## src/rtl/div_pkg.sv

```systemverilog
// Shared definitions for the iterative signed divider: FSM state encoding,
// default widths, and a two's-complement magnitude helper.
package div_pkg;

  localparam int DIV_WIDTH = 32;
  localparam int DIV_CNT_W = 6;

  typedef enum logic [1:0] {
    IDLE = 2'd0,
    RUN  = 2'd1,
    FIX  = 2'd2,
    DONE = 2'd3
  } div_state_e;

  // Absolute value as an unsigned DIV_WIDTH-bit quantity; the most negative
  // input maps onto itself, which is the correct unsigned magnitude.
  function automatic logic [DIV_WIDTH-1:0] magnitude(input logic [DIV_WIDTH-1:0] v);
    logic [DIV_WIDTH-1:0] res;
    if (v[DIV_WIDTH-1]) begin
      res = {DIV_WIDTH{1'b0}} - v;
    end else begin
      res = v;
    end
    return res;
  endfunction

endpackage

```

## src/rtl/div_step.sv

```systemverilog
// One combinational restoring-division step: shift the next dividend bit into
// the partial remainder, subtract the divisor when it fits, and record the
// quotient bit in the vacated LSB of q.
module div_step #(
  parameter int WIDTH = 32
) (
  input  logic [WIDTH-1:0] rem,
  input  logic [WIDTH-1:0] q,
  input  logic [WIDTH-1:0] divisor,
  output logic [WIDTH-1:0] rem_next,
  output logic [WIDTH-1:0] q_next
);

  // The WIDTH+1 bit shifted value keeps the remainder's MSB so the compare is exact.
  logic [WIDTH:0] shifted_s;

  // Restoring step: trial-subtract and keep the result only when non-negative.
  always_comb begin
    shifted_s = {rem, q[WIDTH-1]};
    rem_next  = shifted_s[WIDTH-1:0];
    q_next    = {q[WIDTH-2:0], 1'b0};
    if (shifted_s >= {1'b0, divisor}) begin
      rem_next = shifted_s[WIDTH-1:0] - divisor;
      q_next   = {q[WIDTH-2:0], 1'b1};
    end else begin
      rem_next = shifted_s[WIDTH-1:0];
      q_next   = {q[WIDTH-2:0], 1'b0};
    end
  end

endmodule

```

## src/rtl/div_iterative.sv

```systemverilog
// Multicycle signed divider for the MIPS datapath (DIV: lo = quotient,
// hi = remainder, truncating toward zero, remainder follows the dividend).
// Operands are reduced to magnitudes, divided by a WIDTH-step restoring loop,
// and the signs are reapplied in a single fix-up cycle.
// Optional macro DIV_EARLY_OUT_EN: when |a| < |b| the loop is skipped and the
// result (q=0, rem=|a|) goes straight to the fix-up cycle.
module div_iterative
  import div_pkg::*;
#(
  parameter int WIDTH = DIV_WIDTH,
  parameter int CNT_W = DIV_CNT_W
) (
  input  logic             clk,
  input  logic             reset,
  input  logic             divControl,
  input  logic [WIDTH-1:0] a,
  input  logic [WIDTH-1:0] b,
  output logic [WIDTH-1:0] hi,
  output logic [WIDTH-1:0] lo,
  output logic             zero_D,
  output logic             busy,
  output logic             done
);

  localparam logic [CNT_W-1:0] LAST_CNT = CNT_W'(WIDTH - 1);

  div_state_e       state_r;
  div_state_e       next_state_s;

  logic [WIDTH-1:0] rem_r;
  logic [WIDTH-1:0] q_r;
  logic [WIDTH-1:0] mag_b_r;
  logic             sa_r;
  logic             sb_r;
  logic [CNT_W-1:0] cnt_r;

  logic [WIDTH-1:0] mag_a_s;
  logic [WIDTH-1:0] mag_b_s;
  logic             b_zero_s;
  logic             early_s;
  logic [WIDTH-1:0] rem_next_s;
  logic [WIDTH-1:0] q_next_s;

  assign mag_a_s  = magnitude(a);
  assign mag_b_s  = magnitude(b);
  assign b_zero_s = (b == {WIDTH{1'b0}});

`ifdef DIV_EARLY_OUT_EN
  // A dividend smaller than the divisor has quotient 0 and remainder |a|.
  assign early_s = (mag_a_s < mag_b_s);
`else
  assign early_s = 1'b0;
`endif

  div_step #(
    .WIDTH(WIDTH)
  ) u_step (
    .rem      (rem_r),
    .q        (q_r),
    .divisor  (mag_b_r),
    .rem_next (rem_next_s),
    .q_next   (q_next_s)
  );

  // State register.
  always_ff @(posedge clk or negedge reset) begin
    if (!reset) begin
      state_r <= IDLE;
    end else begin
      state_r <= next_state_s;
    end
  end

  // Next-state logic; start requests outside IDLE are dropped.
  always_comb begin
    next_state_s = state_r;
    case (state_r)
      IDLE: begin
        if (divControl) begin
          if (b_zero_s) begin
            next_state_s = DONE;
          end else if (early_s) begin
            next_state_s = FIX;
          end else begin
            next_state_s = RUN;
          end
        end else begin
          next_state_s = IDLE;
        end
      end
      RUN: begin
        if (cnt_r == LAST_CNT) begin
          next_state_s = FIX;
        end else begin
          next_state_s = RUN;
        end
      end
      FIX:     next_state_s = DONE;
      DONE:    next_state_s = IDLE;
      default: next_state_s = IDLE;
    endcase
  end

  // Status outputs registered from the next state so they align with it.
  always_ff @(posedge clk or negedge reset) begin
    if (!reset) begin
      busy <= 1'b0;
      done <= 1'b0;
    end else begin
      busy <= (next_state_s == RUN) || (next_state_s == FIX);
      done <= (next_state_s == DONE);
    end
  end

  // Datapath: operand latch, restoring iterations, sign fix-up, result write.
  always_ff @(posedge clk or negedge reset) begin
    if (!reset) begin
      rem_r   <= {WIDTH{1'b0}};
      q_r     <= {WIDTH{1'b0}};
      mag_b_r <= {WIDTH{1'b0}};
      sa_r    <= 1'b0;
      sb_r    <= 1'b0;
      cnt_r   <= {CNT_W{1'b0}};
      hi      <= {WIDTH{1'b0}};
      lo      <= {WIDTH{1'b0}};
      zero_D  <= 1'b0;
    end else begin
      case (state_r)
        IDLE: begin
          if (divControl) begin
            if (b_zero_s) begin
              zero_D <= 1'b1;
            end else begin
              zero_D  <= 1'b0;
              mag_b_r <= mag_b_s;
              sa_r    <= a[WIDTH-1];
              sb_r    <= b[WIDTH-1];
              cnt_r   <= {CNT_W{1'b0}};
              if (early_s) begin
                rem_r <= mag_a_s;
                q_r   <= {WIDTH{1'b0}};
              end else begin
                rem_r <= {WIDTH{1'b0}};
                q_r   <= mag_a_s;
              end
            end
          end else begin
            zero_D <= zero_D;
          end
        end
        RUN: begin
          rem_r <= rem_next_s;
          q_r   <= q_next_s;
          cnt_r <= cnt_r + CNT_W'(1);
        end
        FIX: begin
          lo <= (sa_r ^ sb_r) ? ({WIDTH{1'b0}} - q_r) : q_r;
          hi <= sa_r ? ({WIDTH{1'b0}} - rem_r) : rem_r;
        end
        DONE: begin
          cnt_r <= {CNT_W{1'b0}};
        end
        default: begin
          cnt_r <= {CNT_W{1'b0}};
        end
      endcase
    end
  end

endmodule

```

## config.mk

```make
export PLATFORM = sky130hd
export DESIGN_NAME = div_iterative
export DESIGN_NICKNAME = d
export VERILOG_FILES = /design/src/rtl/div_pkg.sv /design/src/rtl/div_step.sv /design/src/rtl/div_iterative.sv
export SDC_FILE = /design/constraint.sdc
export NUM_CORES = 1
export LEC_CHECK = 0
export CAP_MARGIN = 30
export CORE_UTILIZATION = 39
export DETAILED_ROUTE_END_ITERATION = 8
export PLACE_DENSITY = 0.61
export SETUP_SLACK_MARGIN = 0.5
export SYNTH_ARGS = -nofsm -noshare
export SYNTH_HDL_FRONTEND = slang
export SYNTH_SLANG_ARGS = --single-unit
```

## constraint.sdc

```tcl
create_clock -name clk -period 7.44 [get_ports clk]
set_clock_uncertainty 0.15 [all_clocks]
set_input_delay 1.488 -clock clk [delete_from_list [all_inputs] [get_ports clk]]
set_output_delay 1.488 -clock clk [all_outputs]
set_load 0.01 [all_outputs]
```

Yosys cells after proc, flatten, opt, wreduce, memory -nomap -nowiden. Cells that the tools add are included.

Equal/unequal tests: 9. Add/sub/neg operators: 6. Reduce and logical (&&, ||, !) cells: 9. Order comparisons: 1. Bitwise gates (word level): 2. Mux-type cells: 20.

Operator list (count): $mux 32 (9); $pmux 32 s2 (2); $sub 1x32->32 const A (4); $ge 33x32->1 (1); $logic_not 32->1 (1); $sub 32x32->32 (1); $pmux 6 s3 (1); $mux 6 (2); $reduce_and 3->1 (3); $eq 2x2->1 const B (4); $pmux 2 s4 (1); $add 6x1->6 const B (1); $eq 6x5->1 const B (1); $mux 2 (3); $eq 2x1->1 const B (2); $ne 2x2->1 const B (2); $reduce_bool 3->1 (1); $logic_not 2->1 (1); $mux 1 (2); $reduce_and 2->1 (1); $reduce_bool 2->1 (1); $logic_or 1x1->1 (1); $not 1->1 (1); $xor 1x1->1 (1).

Bits of input ports: 67. Bits in registers: 173. Word-level logic and storage cells: 59.

Longest topological paths before layout. Gate-level depths: netlist of the first run.

Depth after elaboration: 6. Gate-level depth with buffers: 13. Depth with buffers taken out: 12.

Modules after synthesis. A second synthesis of the first run with hierarchy kept.

Cells, all modules: 1313. Area, all modules: 11743.8 um^2.

By module, submodules not included: div_iterative (sequential area each 4329.2 um^2, cells an instance 959, instances 1, area an instance 9180.1 um^2); div_step (sequential area each 0.0 um^2, cells an instance 354, instances 1, area an instance 2563.7 um^2).

Least setup slack after synthesis of the first run. No wires, ideal clock.

Kind: input port to flip-flop. Start point: input b[14]. End point: register q_r[31]. Path slack: 3.513 ns. Data required time: 7.164 ns. Library setup time: 0.126 ns. Arrival: 3.651 ns. Stages on the path: 10. Path through: or4_1 -> or2_2 -> or3_4 -> nor3_4 -> nor2b_1 -> buf_6 -> o21ai_2 -> buf_6 -> nor3_1 -> a221o_1.

Cells in the longest elaborated chain, start to end: 3.

Ends and longest elaborated chain: from (decl) (line div_iterative.sv:17) `input logic [WIDTH-1:0] b,`; $logic_not 32->1 (line div_iterative.sv:46) `assign b_zero_s = (b == {WIDTH{1'b0}});`; $ne 2x2->1 (no line); $reduce_and 3->1 (no line); to (signal assigned) (line div_iterative.sv:119) `q_r <= {WIDTH{1'b0}};`; to (signal assigned) (line div_iterative.sv:141) `q_r <= {WIDTH{1'b0}};`; to (signal assigned) (line div_iterative.sv:144) `q_r <= mag_a_s;`; to (decl) (line div_iterative.sv:31) `logic [WIDTH-1:0] q_r;`.

Every way passes these cells. A chain may end at the register's enable or synchronous reset.

Worst setup path in the final report of the first run.
Start point: input b[6]. End point: register q_r[6].

The elaborated chain is that of the path after synthesis.

==> results.toml, run 1 <==
[status]
status = "complete, no violations"

[synthesis]
synth_fp_nets = 1465
syn-mean-instance-area_um2 = 8.383
yosysUniqueCellTypes = 72
synthFlopType = "dfrtp_1"
netlist_top_cells_area = "dfrtp_1 (38%), o21ai_0 (8.0%), nand2_1 (7.9%)"
netlist_area_um2 = 11390
synth_top_area_share_pct = 38.00
synth_top_area_cell = "dfrtp_1"
synth_edf_count = 0
synth_cells = 1359
ys_seq_area_share_pct = 38.00
synth_seq_cells = 173
yosysWarnings = 0
async_flop_share_pct = 100.0

[drt]
wl_per_cell_um = 16.02
drc = 0
detail-route-antenna-nets = 0
initialDrtViolationCount = 673
wirelength_mm = 29.52
viasPerCell = 5.311
firstDrtPassIters = 5
via_count = 9788

[floorplan]
die_w_um = 172.9
row_count = 62
core_area_um2 = 28700
die-area_um2 = 29900
die_y_um = 172.9
io_pins = 134
start_util_pct = 39.69

[min_path]
hold_path_end = "hi[21]"
hp-class = "reg2reg"
min-delay-start = "hi[21]"
hold-path-cell-count = 2

[critical_path]
reg2reg_from = "rem_r[23]"
slowest_stage = "o21ai_4"
crit_buf_inv = 2
end_kind = "flip-flop"
r2r_setup_slack_ns = 3.96
critPathLaunchType = "primary input"
max_stage_delay_ns = 0.64
crit_fanout = 47
reg2reg_depth = 10
critPathTopFamily = "simple AND/OR/NAND/NOR gates"
critPathRequiredTime_ns = 7.59
worstPathCellList = "clkdlybuf4s50_1, nor4_1, nand4_1, or3_4, nor3_4, nor2b_1, o21ai_4, buf_4, o21ai_0"
path_depth = 9
r2r_end = "rem_r[22]"
cp.arrival_ns = 5.19
crit_type = "in2reg"

[clocking]
root_buffer = "clkbuf_16"
clk_pin_slew_ns = 0.07
h-tree-depth = 4
hold_buffers = 0
numCtsBuffers = 17
cts_tree = "yes"
cts_setup_buffers = 0
cts.path.max_buffers = 2
clock_latency_ns = 0.44
clock-sinks = 173
cts-resized-gates = 0

[finish]
finish.instance_area_um2 = 13620
nFillCells = 2860
final_layout_size_suffix_gt1_share_pct = 5.346
final_nets = 1552
mostFrequentLayoutCell = "nand2_1"
multi_input_area_um2 = 6521
layout.cells.non_filler = 1843
regArea_um2 = 4329
antenna_cells = 0
areaGrowthSynthToFinish_pct = 19.54
layout_common_cells = "nand2_1 (240), o21ai_0 (183), dfrtp_1 (173), clkdlybuf4s50_1 (132), xnor2_1 (84)"

[global_routing]
grt_pass1_wl_mm = 49.22
grt_overflow_total = 0
antenna_found_initial = 0
grt_pass1_vias = 9155
grt_max_degree = 99
grt_usage_pct = 20.40

[placement]
dp_hpwl_mm = 22.37
numPortBuffers = 133
gp_congestion = 0.9188
place_area_um2 = 12970
dp_slack_ns = 1.901
placed_cells = 1809

[pwr]
swShare_pct = 46.37
internal_power_mw = 3.308
peakVddDrop_mv = 0.2110
power_density_nw_per_um2 = 453.0
power_frac_comb_pct = 56.8
seq_power_share_pct = 28.4
power_leakage_nw = 5.684
clockPowerShare_pct = 14.9
p_sw_mw = 2.860

[timing]
fin_crit_ns = 5.039
setup_tns_ns = 0
rsz0062_at_grt = "false"
min_period_over_period_pct = 67.73
hold_viol_final = 0
drv_slew = 0
fmax_mhz = 198.5
setup_ws_ns = 2.401
worstMarginPinSlew_ns = 1.038
setup_viol = 0
whs_ns = 0.3280
max-slew-margin-rel_pct = 30.55

[run]
max_cap_violations = 0
[cell type report]
class / count / area share (%)
timing repair buffer: 144 / 10.92
clock buffer: 17 / 3.124
clock inverter: 15 / 1.259
multi-input combinational: 1056 / 47.89
sequential: 173 / 31.79
inverter: 54 / 1.488
tap: 384 / 3.528
[stage by stage]
| stage | power [mW] | util (%) |
|---|---|---|
| 2_1_floorplan | 4.286 | - |
| 3_3_place_gp | 5.158 | 45.01 |
| 3_5_place_dp | 5.223 | 45.17 |
| 4_1_cts | 6.161 | 47.25 |
| 5_1_grt | 6.721 | 47.45 |
| 6_report | 6.169 | 47.45 |
[cells by family after synthesis]
family | Yosys count | share of synthesized area [%]
AO/OA/AOI/OAI | 414 | 21.44
XOR/XNOR | 148 | 11.38
adder cells (fa/ha/maj) | 39 | 4.349
buffers and inverters | 130 | 4.953
flip-flops | 173 | 38.00
multiplexers | 29 | 2.559
AND/OR/NAND/NOR | 426 | 17.32
[tightest hold or removal path, delay by kind of cell, from the launching register on]
| kind | cells | cell delay [ns] |
|---|---|---|
| flops | 1 | 0.34 |
| compound gates | 1 | 0.06 |
| simple gates | 1 | 0.05 |
[Yosys cell counts, types with 8 or more instances]
cell and number:
o211ai_1 10, nand2_1 241, o21ai_0 183, dfrtp_1 173
nor3_1 19, or3_1 9, o21ai_1 31, o22ai_1 12
or4_1 9, xnor2_1 84, or2_2 8, inv_1 53
nor2_1 57, o31ai_1 20, o41ai_1 15, nand3_1 14
ha_1 38, clkbuf_1 54, mux2i_1 28, nand4_1 10
a21o_1 16, buf_4 8, a21oi_1 79, nor4_1 10
xor2_1 64
[registers in the layout, summed over array words and instances (netlist names)]
name / flops
hi: 32
lo: 32
mag_b_r: 32
q_r: 32
rem_r: 32
cnt_r: 6
state_r: 2
busy: 1
done: 1
sa_r: 1
sb_r: 1
zero_D: 1
[layer usage]
layer / routed length (um) / share of wire (%) / up-vias / global-route usage [%]
met5: 0 / 0 / - / 0
met4: 391 / 1.3 / 0 / 5.347
met3: 1315 / 4.5 / 29 / 2.836
met2: 12540 / 42 / 239 / 29.54
met1: 15270 / 52 / 4573 / 31.52
li1: - / - / 4947 / -
[power by group through the flow]
| stage | combinational, mW | sequential [mW] | clock (mW) |
|---|---|---|---|
| 6_report | 3.50 | 1.75 | 0.917 |
| 3_5_place_dp | 3.47 | 1.75 | 0 |
| 3_3_place_gp | 3.42 | 1.74 | 0 |
| 5_1_grt | 3.94 | 1.80 | 0.981 |
| 2_1_floorplan | 2.72 | 1.56 | 0 |
| 4_1_cts | 3.49 | 1.73 | 0.940 |
[worst max-delay path by stage]
stage	to	slack, ns	startpoint
after CTS	q_r[4]	2.36	b[6]
after global routing	q_r[5]	2.03	b[6]
after global placement	q_r[4]	1.99	b[6]
final	q_r[6]	2.40	b[6]
after floorplan	q_r[31]	3.51	b[14]
after detailed placement	q_r[4]	1.90	b[6]
(Power assumes the default switching activity.)
==> run 2: changes to the inputs <==
Settings changed: PLACE_DENSITY 0.61 to 0.63.
Clock period 7.44 ns to 4.4 ns, I/O delays scaled along.
==> run 2 against run 1 <==
Against the previous run: non-clock buffer count grew 6; clock power grew 84%; register-to-register slack lost 3.1 ns; sequential power grew 66%; routed wire length shrank 0.23%; flip-flop and latch count is the same; power grew 71%; worst hold slack lost 0.020 ns; setup slack lost 1.7 ns; cell area grew 0.59%; global-route usage shrank 0.28 points; first-iteration DRC count shrank 16%; highest routed layer unchanged.
==> results.toml, run 2 (synthesized netlist as in run 1, its figures left out) <==
[status]
status = "complete, no violations"

[timing]
min_period_over_period_pct = 83.85
worstMarginPinSlew_ns = 0.9997
drv_slew = 0
fmax_mhz = 271.1
hold_viol_final = 0
fin_crit_ns = 3.689
rsz0062_at_grt = "false"
setup_viol = 0
max-slew-margin-rel_pct = 33.13
setup_tns_ns = 0

[floorplan]
die_w_um = 172.9
row_count = 62
start_util_pct = 39.69
io_pins = 134
die_y_um = 172.9
die-area_um2 = 29900
core_area_um2 = 28700

[critical_path]
crit_type = "in2reg"
cp.arrival_ns = 3.84
critPathLaunchType = "primary input"
r2r_setup_slack_ns = 0.85
reg2reg_from = "rem_r[23]"
end_kind = "flip-flop"
crit_fanout = 82
critPathRequiredTime_ns = 4.55
r2r_end = "rem_r[0]"
reg2reg_depth = 10

[clocking]
clock_latency_ns = 0.44
root_buffer = "clkbuf_16"
cts_tree = "yes"
numCtsBuffers = 17
cts_setup_buffers = 0
clock-sinks = 173
hold_buffers = 0
clk_pin_slew_ns = 0.07
h-tree-depth = 4
cts.path.max_buffers = 2

[finish]
areaGrowthSynthToFinish_pct = 20.24
layout_common_cells = "nand2_1 (240), o21ai_0 (183), dfrtp_1 (173), clkdlybuf4s50_1 (132), xnor2_1 (84)"
final_layout_size_suffix_gt1_share_pct = 5.673
multi_input_area_um2 = 6528
nFillCells = 2819
final_nets = 1558
mostFrequentLayoutCell = "nand2_1"
regArea_um2 = 4329
antenna_cells = 0

[pwr]
peakVddDrop_mv = 0.3733
power_density_nw_per_um2 = 768.1
internal_power_mw = 5.806
swShare_pct = 44.82
seq_power_share_pct = 27.7
p_sw_mw = 4.716
power_leakage_nw = 5.720
report.power.total_mw = 10.52
clockPowerShare_pct = 16.0
power_frac_comb_pct = 56.3

[placement]
dp_hpwl_mm = 22.13
gp_congestion = 0.8977
numPortBuffers = 133

[min_path]
hp-class = "in2async"

[global_routing]
grt_max_degree = 100
grt_usage_pct = 20.12
antenna_found_initial = 0
grt_pass1_vias = 9178
grt_overflow_total = 0
grt_pass1_wl_mm = 49.02

[drt]
via_count = 9747
wl_met1_mm = 15.46
met3_length_mm = 1.093
firstDrtPassIters = 4
wl_per_cell_um = 15.94
initialDrtViolationCount = 566
viasPerCell = 5.277
top_layer_used = "met4"
detail-route-antenna-nets = 0
drc = 0
wl_met2_mm = 12.47
wirelength_mm = 29.45

[run]
max_cap_violations = 0
## run 2: cell types whose count changed in the layout (fill, tap and decap cells not counted), sizes merged
cell / delta
clkinvlp: +1
clkinv: -1
inv: -6
buf: +6
bufinv: +4
## run 2: stage by stage
step | util (%) | setup WS, ns | area (um^2) | hold slack [ns] | instances
2_1_floorplan | - | 1.081 | 11390 | 0.2998 | 1359
3_3_place_gp | 45.37 | 0.3145 | 13020 | 0.3116 | 1816
3_5_place_dp | 45.47 | 0.2645 | 13050 | 0.3199 | 1817
4_1_cts | 47.70 | 0.7197 | 13690 | 0.3346 | 1847
5_1_grt | 47.72 | 0.5129 | 13700 | 0.3445 | 1847
6_report | 47.72 | 0.7107 | 13700 | 0.3079 | 1847
## run 2: final cells by class
type | count | area share (%)
timing repair buffer | 150 | 11.08
clock buffer | 17 | 3.106
multi-input combinational | 1056 | 47.65
sequential | 173 | 31.60
inverter | 54 | 1.480
clock inverter | 13 | 1.571
tap | 384 | 3.508
## run 2: worst max-delay path by stage
stage	start	to	slack [ns]	depth (start not counted)
3_3_place_gp	b[14]	q_r[14]	0.31	10
3_5_place_dp	b[23]	q_r[25]	0.26	9
6_report	b[14]	q_r[25]	0.71	9
4_1_cts	b[23]	q_r[22]	0.72	9
2_1_floorplan	b[14]	q_r[31]	1.08	10
5_1_grt	a[6]	q_r[25]	0.51	9
## run 2: timing repair
item / 4_1_cts / 5_1_grt
hold endpoints to repair: 0 / 0
endpoints found under the setup margin: 0 / 1
gates resized for setup: 0 / 1
## run 2: critical path: stages
cell and delay [ns]:
clkdlybuf4s50_1 0.48, or4_1 0.58, or2_2 0.33, or3_4 0.42
nor3_4 0.21, nor2b_1 0.23, o21ai_4 0.21, buf_12 0.31
o21ai_0 0.15
## run 2: power groups by stage
| stage | Sequential (mW) | Clock [mW] | Combinational [mW] |
|---|---|---|---|
| 2_1_floorplan | 2.64 | 0 | 4.60 |
| 3_3_place_gp | 2.90 | 0 | 5.80 |
| 3_5_place_dp | 2.92 | 0 | 5.87 |
| 4_1_cts | 2.89 | 1.72 | 5.91 |
| 5_1_grt | 3.00 | 1.78 | 6.67 |
| 6_report | 2.91 | 1.69 | 5.92 |
## run 2: layer usage
| metal | vias to the layer above | track usage [%] |
|---|---|---|
| met5 | - | 0 |
| met4 | 0 | 5.752 |
| met3 | 31 | 2.529 |
| met2 | 195 | 29.25 |
| met1 | 4570 | 30.99 |
| li1 | 4951 | - |
==> run 3: changes to the inputs <==
Clock period 4.4 ns to 3.3 ns, I/O delays scaled along.
==> run 3 against run 2 <==
Against the previous run: flip-flop and latch count unchanged; critical endpoint is now hi[27]; utilization increased by 12 points; non-clock buffer count increased by 194; setup slack got worse by 0.36 ns; sequential power increased by 35%; register-to-register slack got worse by 0.50 ns; clock power increased by 22%; first-iteration DRC count increased by 72%; routed wire length increased by 26%; worst hold slack got worse by 0.23 ns; combinational power increased by 98%.
==> results.toml, run 3 (synthesized netlist as in run 1, its figures left out) <==
[clocking]
numCtsBuffers = 17
root_buffer = "clkbuf_16"
h-tree-depth = 4
clock-sinks = 173
clock_latency_ns = 0.45
hold_buffers = 0
clk_pin_slew_ns = 0.08
cts.path.max_buffers = 2
cts_tree = "yes"

[critical_path]
crit_fanout = 5
reg2reg_depth = 8
end_kind = "flip-flop"
critPathLaunchType = "flip-flop"
crit_type = "reg2reg"
cp.arrival_ns = 3.13
reg2reg_from = "rem_r[4]"
startpoint = "rem_r[4]"
critPathRequiredTime_ns = 3.48

[drt]
detail-route-antenna-nets = 0
initialDrtViolationCount = 972
viasPerCell = 5.476
firstDrtPassIters = 5
via_count = 11190
wirelength_mm = 37.19
drc = 0
wl_per_cell_um = 18.20

[placement]
place_area_um2 = 13880
numPortBuffers = 133
gp_congestion = 0.9024
dp_hpwl_mm = 23.61

[timing]
worstMarginPinSlew_ns = 0.7788
drv_slew = 0
fin_crit_ns = 2.952
min_period_over_period_pct = 89.44
fmax_mhz = 338.8
rsz0062_at_grt = "true"
max-slew-margin-rel_pct = 48.08
hold_viol_final = 0
setup_tns_ns = 0
setup_viol = 0

[finish]
finish.instance_area_um2 = 17280
nFillCells = 2396
final_nets = 1752
final_layout_size_suffix_gt1_share_pct = 31.89
regArea_um2 = 4344
areaGrowthSynthToFinish_pct = 51.69
layout_common_cells = "dfrtp_1 (161), nand2_1 (160), buf_4 (151), o21ai_0 (105), clkdlybuf4s50_1 (93)"
multi_input_area_um2 = 7956
antenna_cells = 0
mostFrequentLayoutCell = "dfrtp_1"

[global_routing]
grt_max_degree = 77
grt_overflow_total = 0
grt_pass1_wl_mm = 56.85
grt_usage_pct = 23.64
grt_pass1_vias = 10500
antenna_found_initial = 0

[run]
max_cap_violations = 0

[status]
status = "complete, no violations"

[floorplan]
die_y_um = 172.9
io_pins = 134
row_count = 62
die-area_um2 = 29900
die_w_um = 172.9
start_util_pct = 39.69
core_area_um2 = 28700

[pwr]
power_leakage_nw = 7.582
power_density_nw_per_um2 = 1024
peakVddDrop_mv = 0.6307

[min_path]
hp-class = "in2async"
## run 3: cell count changes in the layout (fill, tap and decap cells not counted), sizes merged, moves of 6 or more
cell,previous run,this run
dlymetal6s2s,0,11
clkdlybuf4s50,132,93
dlygate4sd2,0,16
clkbuf,17,24
inv,56,62
buf,18,214
## run 3: power breakdown
part           switching, mW  internal, mW
Combinational           6.13          5.56
Clock                   1.03          1.02
Sequential              1.03          2.91
## run 3: metal layers
layer  track usage (%)  up-vias  share of wire, %
li1                  -     5342                 -
met1             33.73     5381                44
met2             37.15      386                47
met3             3.430       79               5.9
met4             6.858        0               2.6
met5                 0        -                 0
## run 3: what timing repair did
item / in CTS / in global routing
gates cloned: 18 / 4
gates resized for setup: 252 / 259
buffers inserted: 47 / 20
endpoints found under the setup margin: 118 / 118
pin swaps: 64 / 68
## run 3: metrics by stage
| step | std cells | setup WS (ns) | hold WS (ns) | utilization (%) | total power [mW] |
|---|---|---|---|---|---|
| 6_report | 2043 | 0.3483 | 0.07841 | 60.20 | 17.70 |
| 5_1_grt | 2043 | 0.2763 | 0.1418 | 60.20 | 18.79 |
| 4_1_cts | 2018 | 0.3368 | 0.1261 | 55.79 | 15.70 |
| 3_5_place_dp | 1921 | -0.3702 | 0.3191 | 48.37 | 12.34 |
| 3_3_place_gp | 1921 | -0.2933 | 0.3118 | 48.37 | 12.18 |
| 2_1_floorplan | 1359 | 0.2096 | 0.2144 | - | 9.681 |
## run 3: worst max-delay path, stage by stage (launching register included)
cell and delay [ns]:
dfrtp_1 0.43, nor4_4 0.31, nand2b_1 0.12, or3_4 0.39
or4_4 0.51, or3_4 0.42, o31ai_4 0.23, xor2_2 0.20
o21ai_1 0.09
## run 3: area by class of cell
type                    instances  area share [%]
multi-input cells            1056           46.04
flip-flops and latches        173           25.14
repair buffers                344           21.42
well taps                     384           2.780
clock buffers                  17           2.462
inverters                      54           1.173
clock inverters                15          0.9775
## run 3: final timing paths
path	to	slack, ns
max	hi[27]	0.35
min	hi[6]	0.08
max reg2reg	hi[27]	0.35
min reg2reg	lo[26]	0.33
max in group asynchronous	rem_r[0]	2.04
min in group clk	lo[26]	0.33
